**src/rtl/mmult_result_printer.sv**
```systemverilog
// mmult_result_printer: snapshot a packed ROWSxCOLS result and stream it as ASCII hex lines
// Ports:
//   clk       system clock, all logic on posedge
//   reset_n   asynchronous active-low reset
//   valid     multiplier result valid (level)
//   result    packed result, bit 0 = MSB, C[r][c] at [(r*COLS+c)*EW +: EW]
//   tx_data   ASCII byte to the sink
//   tx_valid  tx_data holds a byte
//   tx_ready  sink accepts when tx_valid & tx_ready at posedge
//   busy      print in progress (capture through last accept)
//   done      one-cycle pulse after the last byte is accepted
module mmult_result_printer #(
    parameter int ROWS = 4,
    parameter int COLS = 4,
    parameter int EW   = 18
) (
    input  logic                    clk,
    input  logic                    reset_n,
    input  logic                    valid,
    input  logic [0:ROWS*COLS*EW-1] result,
    output logic [7:0]              tx_data,
    output logic                    tx_valid,
    input  logic                    tx_ready,
    output logic                    busy,
    output logic                    done
);
    localparam int ND = (EW + 3) / 4;
    localparam int RW = ROWS > 1 ? $clog2(ROWS) : 1;
    localparam int CW = COLS > 1 ? $clog2(COLS) : 1;
    localparam int DW = ND > 1 ? $clog2(ND) : 1;
    localparam int SW = $clog2(ROWS * COLS * EW);

    typedef enum logic [2:0] {IDLE, LOAD, DIGIT, SEP, CR, LF, FIN} state_t;

    state_t                  state_q, state_d;
    logic                    armed_q, armed_d;
    logic [0:ROWS*COLS*EW-1] snap_q, snap_d;
    logic [RW-1:0]           r_q, r_d;
    logic [CW-1:0]           c_q, c_d;
    logic [DW-1:0]           d_q, d_d;
    logic                    accept;
    logic [SW-1:0]           base;
    logic [EW-1:0]           entry;
    logic [ND*4-1:0]         ext;
    logic [3:0]              nib;
    logic [7:0]              hex;

    always_ff @(posedge clk or negedge reset_n) begin
        if (!reset_n) begin
            state_q <= IDLE;
            armed_q <= 1'b1;
            snap_q  <= '0;
            r_q     <= '0;
            c_q     <= '0;
            d_q     <= '0;
        end else begin
            state_q <= state_d;
            armed_q <= armed_d;
            snap_q  <= snap_d;
            r_q     <= r_d;
            c_q     <= c_d;
            d_q     <= d_d;
        end
    end

    always_comb begin
        state_d  = state_q;
        armed_d  = armed_q;
        snap_d   = snap_q;
        r_d      = r_q;
        c_d      = c_q;
        d_d      = d_q;
        tx_valid = state_q inside {DIGIT, SEP, CR, LF};
        busy     = tx_valid | (state_q == LOAD);
        done     = state_q == FIN;
        accept   = tx_valid & tx_ready;
        base     = SW'((int'(r_q) * COLS + int'(c_q)) * EW);
        entry    = snap_q[base +: EW];
        // top digit holds only the leftover high bits, zero-extended
        ext      = (ND*4)'(entry);
        nib      = 4'(ext >> (4 * (ND - 1 - int'(d_q))));
        hex      = (nib < 4'd10) ? {4'h3, nib} : 8'h37 + {4'h0, nib};
        tx_data  = (state_q == DIGIT) ? hex :
                   (state_q == SEP)   ? 8'h20 :
                   (state_q == CR)    ? 8'h0D :
                   (state_q == LF)    ? 8'h0A : 8'h00;
        // re-arm only while no print is running, so a valid glitch mid-print is ignored
        if (!valid && (state_q == IDLE || state_q == FIN))
            armed_d = 1'b1;
        case (state_q)
            IDLE: if (valid && armed_q) begin
                snap_d  = result;
                armed_d = 1'b0;
                r_d     = '0;
                c_d     = '0;
                d_d     = '0;
                state_d = LOAD;
            end
            LOAD: state_d = DIGIT;
            DIGIT: if (accept) begin
                d_d     = (d_q == DW'(ND - 1)) ? '0 : d_q + 1'b1;
                state_d = (d_q != DW'(ND - 1)) ? DIGIT : (c_q == CW'(COLS - 1)) ? CR : SEP;
            end
            SEP: if (accept) begin
                c_d     = c_q + 1'b1;
                state_d = DIGIT;
            end
            CR: if (accept) state_d = LF;
            LF: if (accept) begin
                c_d     = '0;
                r_d     = r_q + 1'b1;
                state_d = (r_q == RW'(ROWS - 1)) ? FIN : DIGIT;
            end
            FIN: state_d = IDLE;
            default: state_d = IDLE;
        endcase
    end
endmodule

```
**config.mk**
```make
export PLATFORM = sky130hd
export DESIGN_NAME = mmult_result_printer
export DESIGN_NICKNAME = d
export VERILOG_FILES = /design/src/rtl/mmult_result_printer.sv
export SDC_FILE = /design/constraint.sdc
export NUM_CORES = 1
export LEC_CHECK = 0
export BUFFER_PORTS_ARGS = -buffer_cell sky130_fd_sc_hd__buf_4
export CAP_MARGIN = 25
export CORE_UTILIZATION = 30
export DETAILED_ROUTE_END_ITERATION = 12
export GPL_TIMING_DRIVEN = 0
export PLACE_DENSITY_LB_ADDON = 0.3
export SYNTH_ARGS = -nofsm -noshare
export SYNTH_HDL_FRONTEND = slang
export SYNTH_SLANG_ARGS = --single-unit
```
**constraint.sdc**
```tcl
create_clock -name clk -period 4.2 [get_ports clk]
set_clock_uncertainty 0.15 [all_clocks]
set_input_delay 0.21 -clock clk [delete_from_list [all_inputs] [get_ports clk]]
set_output_delay 0.21 -clock clk [all_outputs]
set_load 0.005 [all_outputs]
```
==> reports/results.ini <==
[cells_and_area]
seqCellArea_um2 = 7490
layout.nets = 3731
final.fill_count = 7871
syn_to_final_growth_pct = 45.4
multi_input_area_um2 = 17000
layout-drive-gt1-share_pct = 32.4
final_area_um2 = 36600

[clocking]
cts.path.max_buffers = 3
cts_htree_levels = 2
cts-root-buf = clkbuf_16
clock_sinks = 299
cts_made_buffers = 34
clkLatencyLatePin_ps = 560
cts_tree = done
path_clk_slew_ps = 60

[grt]
gr-usage-all-layers_pct = 45.9
antenna_found_initial = 13
grt_max_degree = 115
grt_pass1_vias = 29500
grt_pass1_wl_um = 260000
grt_overflow = 0

[sta]
post-route-period-util_pct = 127
slew_headroom_pct = 24.0
tightest_slew_ps = 1140
setup_violations = 7
slew_viol_final = 0
grt_setup_unrepaired = yes
final-hold-violation-count = 0
hold_slack_ps = 69.6
setup_tns_ps = -7200
fin_crit_ps = 5350
fmax_ghz = 0.187
layout_setup_ws_ps = -1150

[die]
num_rows = 105
ios = 303
dieArea_um2 = 85000
core_area_um2 = 82500
start_util_pct = 30.5
die_h_um = 292
die_w_um = 292

[route]
viasPerCell = 6.50
via_count = 29500
maxUsedRoutingLayer = met5
m1WireLength_um = 70800
drt-total-wl_um = 197000
post-route-drc-count = 0
firstDrtPassIters = 7
drt_iter0_drc = 4334
wl_per_cell_um = 43.4
met3_length_um = 26200
met2_length_um = 81000
ant_nets = 0

[synthesis]
ys_seq_area_share_pct = 29.8
synth_cell_types = 87
yosysMostFrequentCell = nand2_1
synth_nets = 2957
yosysTopAreaCell = dfrtp_1
synthTopCellsByArea = dfrtp_1 (30%), mux4_2 (26%), nand2_1 (16%), mux2i_1 (4.9%), mux2_2 (1.9%)
ys_warn_count = 0
synthCells = 2656
async_flop_share_pct = 100
ys_top_cells_by_count = nand2_1 (1041), dfrtp_1 (298), mux4_2 (291), mux2i_1 (122), clkbuf_1 (107)
ys.flop_type = dfrtp_1
synth_top_area_share_pct = 29.6
synth_seq_cells = 299
synth_area_um2 = 25200
synth_edf_count = 0
avgSynthCellArea_um2 = 9.47

[setup_path]
startpoint = c_q[0]
crit_family = compound AO/OA/AOI/OAI gates
crit_path_start_kind = flip-flop
worstPathArrival_ps = 4990
cpMostUsedCell = ha_4
cpMaxStageDelayCell = nand2b_1
cp.required_ps = 3840
reg2reg_from = state_q[1]
cp-end-kind = primary output
critPathBufInv = 4
crit_chain = ha_4, ha_4, buf_12, buf_12, buf_16, nand2b_1, o22a_1, o2111ai_1, o41ai_1, nor4_1, a31oi_1, a21o_1, nand2_1, ha_4, nand2_2, a32o_2, buf_6
path_max_fanout = 11
path_class = flip-flop to primary output
worst_path_largest_cell_delay_ps = 600

[placed_design]
placed_area_um2 = 29500
gp_congestion = 1.13
port_buffers = 300
hpwl_um = 146000

[power_and_ir_drop]
powerDensity_nw_per_um2 = 591
leakagePower_nw = 15.8
p_total_mw = 21.6
ir_worst_vdd_uv = 360

[hold_path]
hp-class = input pin to asynchronous set/reset pin

[flow_run]
max-cap-violations = 0

[status]
violations = negative setup slack
status = finished with violations

worst paths after layout:
kind                            slack [ps]  cells past startpoint          end
worst max register to register        1300                      9   snap_q[93]
worst max-delay path                 -1150                     17   tx_data[1]
worst min-delay path                    70                      2  snap_q[116]
worst min register to register         390                      2    snap_q[1]
max in group asynchronous             2730                      3  snap_q[170]
min in group clk                       220                      4  snap_q[123]
kinds of logic after synthesis:
logic type,after synthesis,synth area share (%)
simple gates,1279,20.7
mux,460,33.3
compound gates,356,10.2
buf+inv,249,5.50
other cells,1,0.0149
xor+xnor,3,0.104
flops,299,29.8
fa+ha+maj,9,0.448
layout make-up:
cell class	instances	area share [%]
tap	1070	3.66
clock inverter	11	0.325
clock buffer	48	2.78
timing repair buffer	743	18.6
sequential	299	20.5
buffer	231	7.27
inverter	13	0.195
antenna	14	0.0958
multi-input combinational	2108	46.6
metal layers:
| layer | vias up | GRT usage (%) |
|---|---|---|
| li1 | 11400 | - |
| met1 | 14700 | 52.6 |
| met2 | 2571 | 65.1 |
| met3 | 838 | 23.2 |
| met4 | 14 | 34.1 |
| met5 | - | 0.340 |
what timing repair did:
item | CTS | global route
endpoints found under the hold margin | 368 | 0
resized for setup | 453 | 70
hold buffers | 291 | 0
setup buffers | 76 | 23
pin swaps | 22 | 17
setup endpoints to repair | 7 | 7
layout by cell type (no fill, tap or decap), types with 34 or more instances in the layout:
| master | count |
|---|---|
| a21oi_1 | 42 |
| buf_12 | 34 |
| buf_16 | 37 |
| buf_4 | 409 |
| buf_6 | 37 |
| buf_8 | 46 |
| clkbuf_1 | 76 |
| clkbuf_16 | 41 |
| dfrtp_1 | 294 |
| dlygate4sd3_1 | 291 |
| mux2_2 | 43 |
| mux2i_1 | 111 |
| mux4_2 | 291 |
| nand2_1 | 1029 |
| nand3_1 | 47 |
| nor2_1 | 45 |
| o21ai_0 | 42 |
| o22ai_1 | 41 |
stage by stage:
step / instances / util, % / worst slack [ps]
after floorplan: 2656 / - / 91.6
after global placement: 4026 / 34.8 / -3630
after detailed placement: 4080 / 35.8 / -2580
after CTS: 4500 / 43.7 / -940
after global routing: 4526 / 44.3 / -1130
final: 4537 / 44.3 / -1150
power by group:
group	switching [mW]	internal [mW]
logic	8.75	5.39
clock network	1.29	1.81
registers	1.02	3.34
total	11.1	10.5
registers in the layout, indices dropped and copies added (netlist names):
name,count
r_q,2
snap_q,288
state_q,3
c_q,2
d_q,3
armed_q,1
Power figures use the tool's default switching activity.
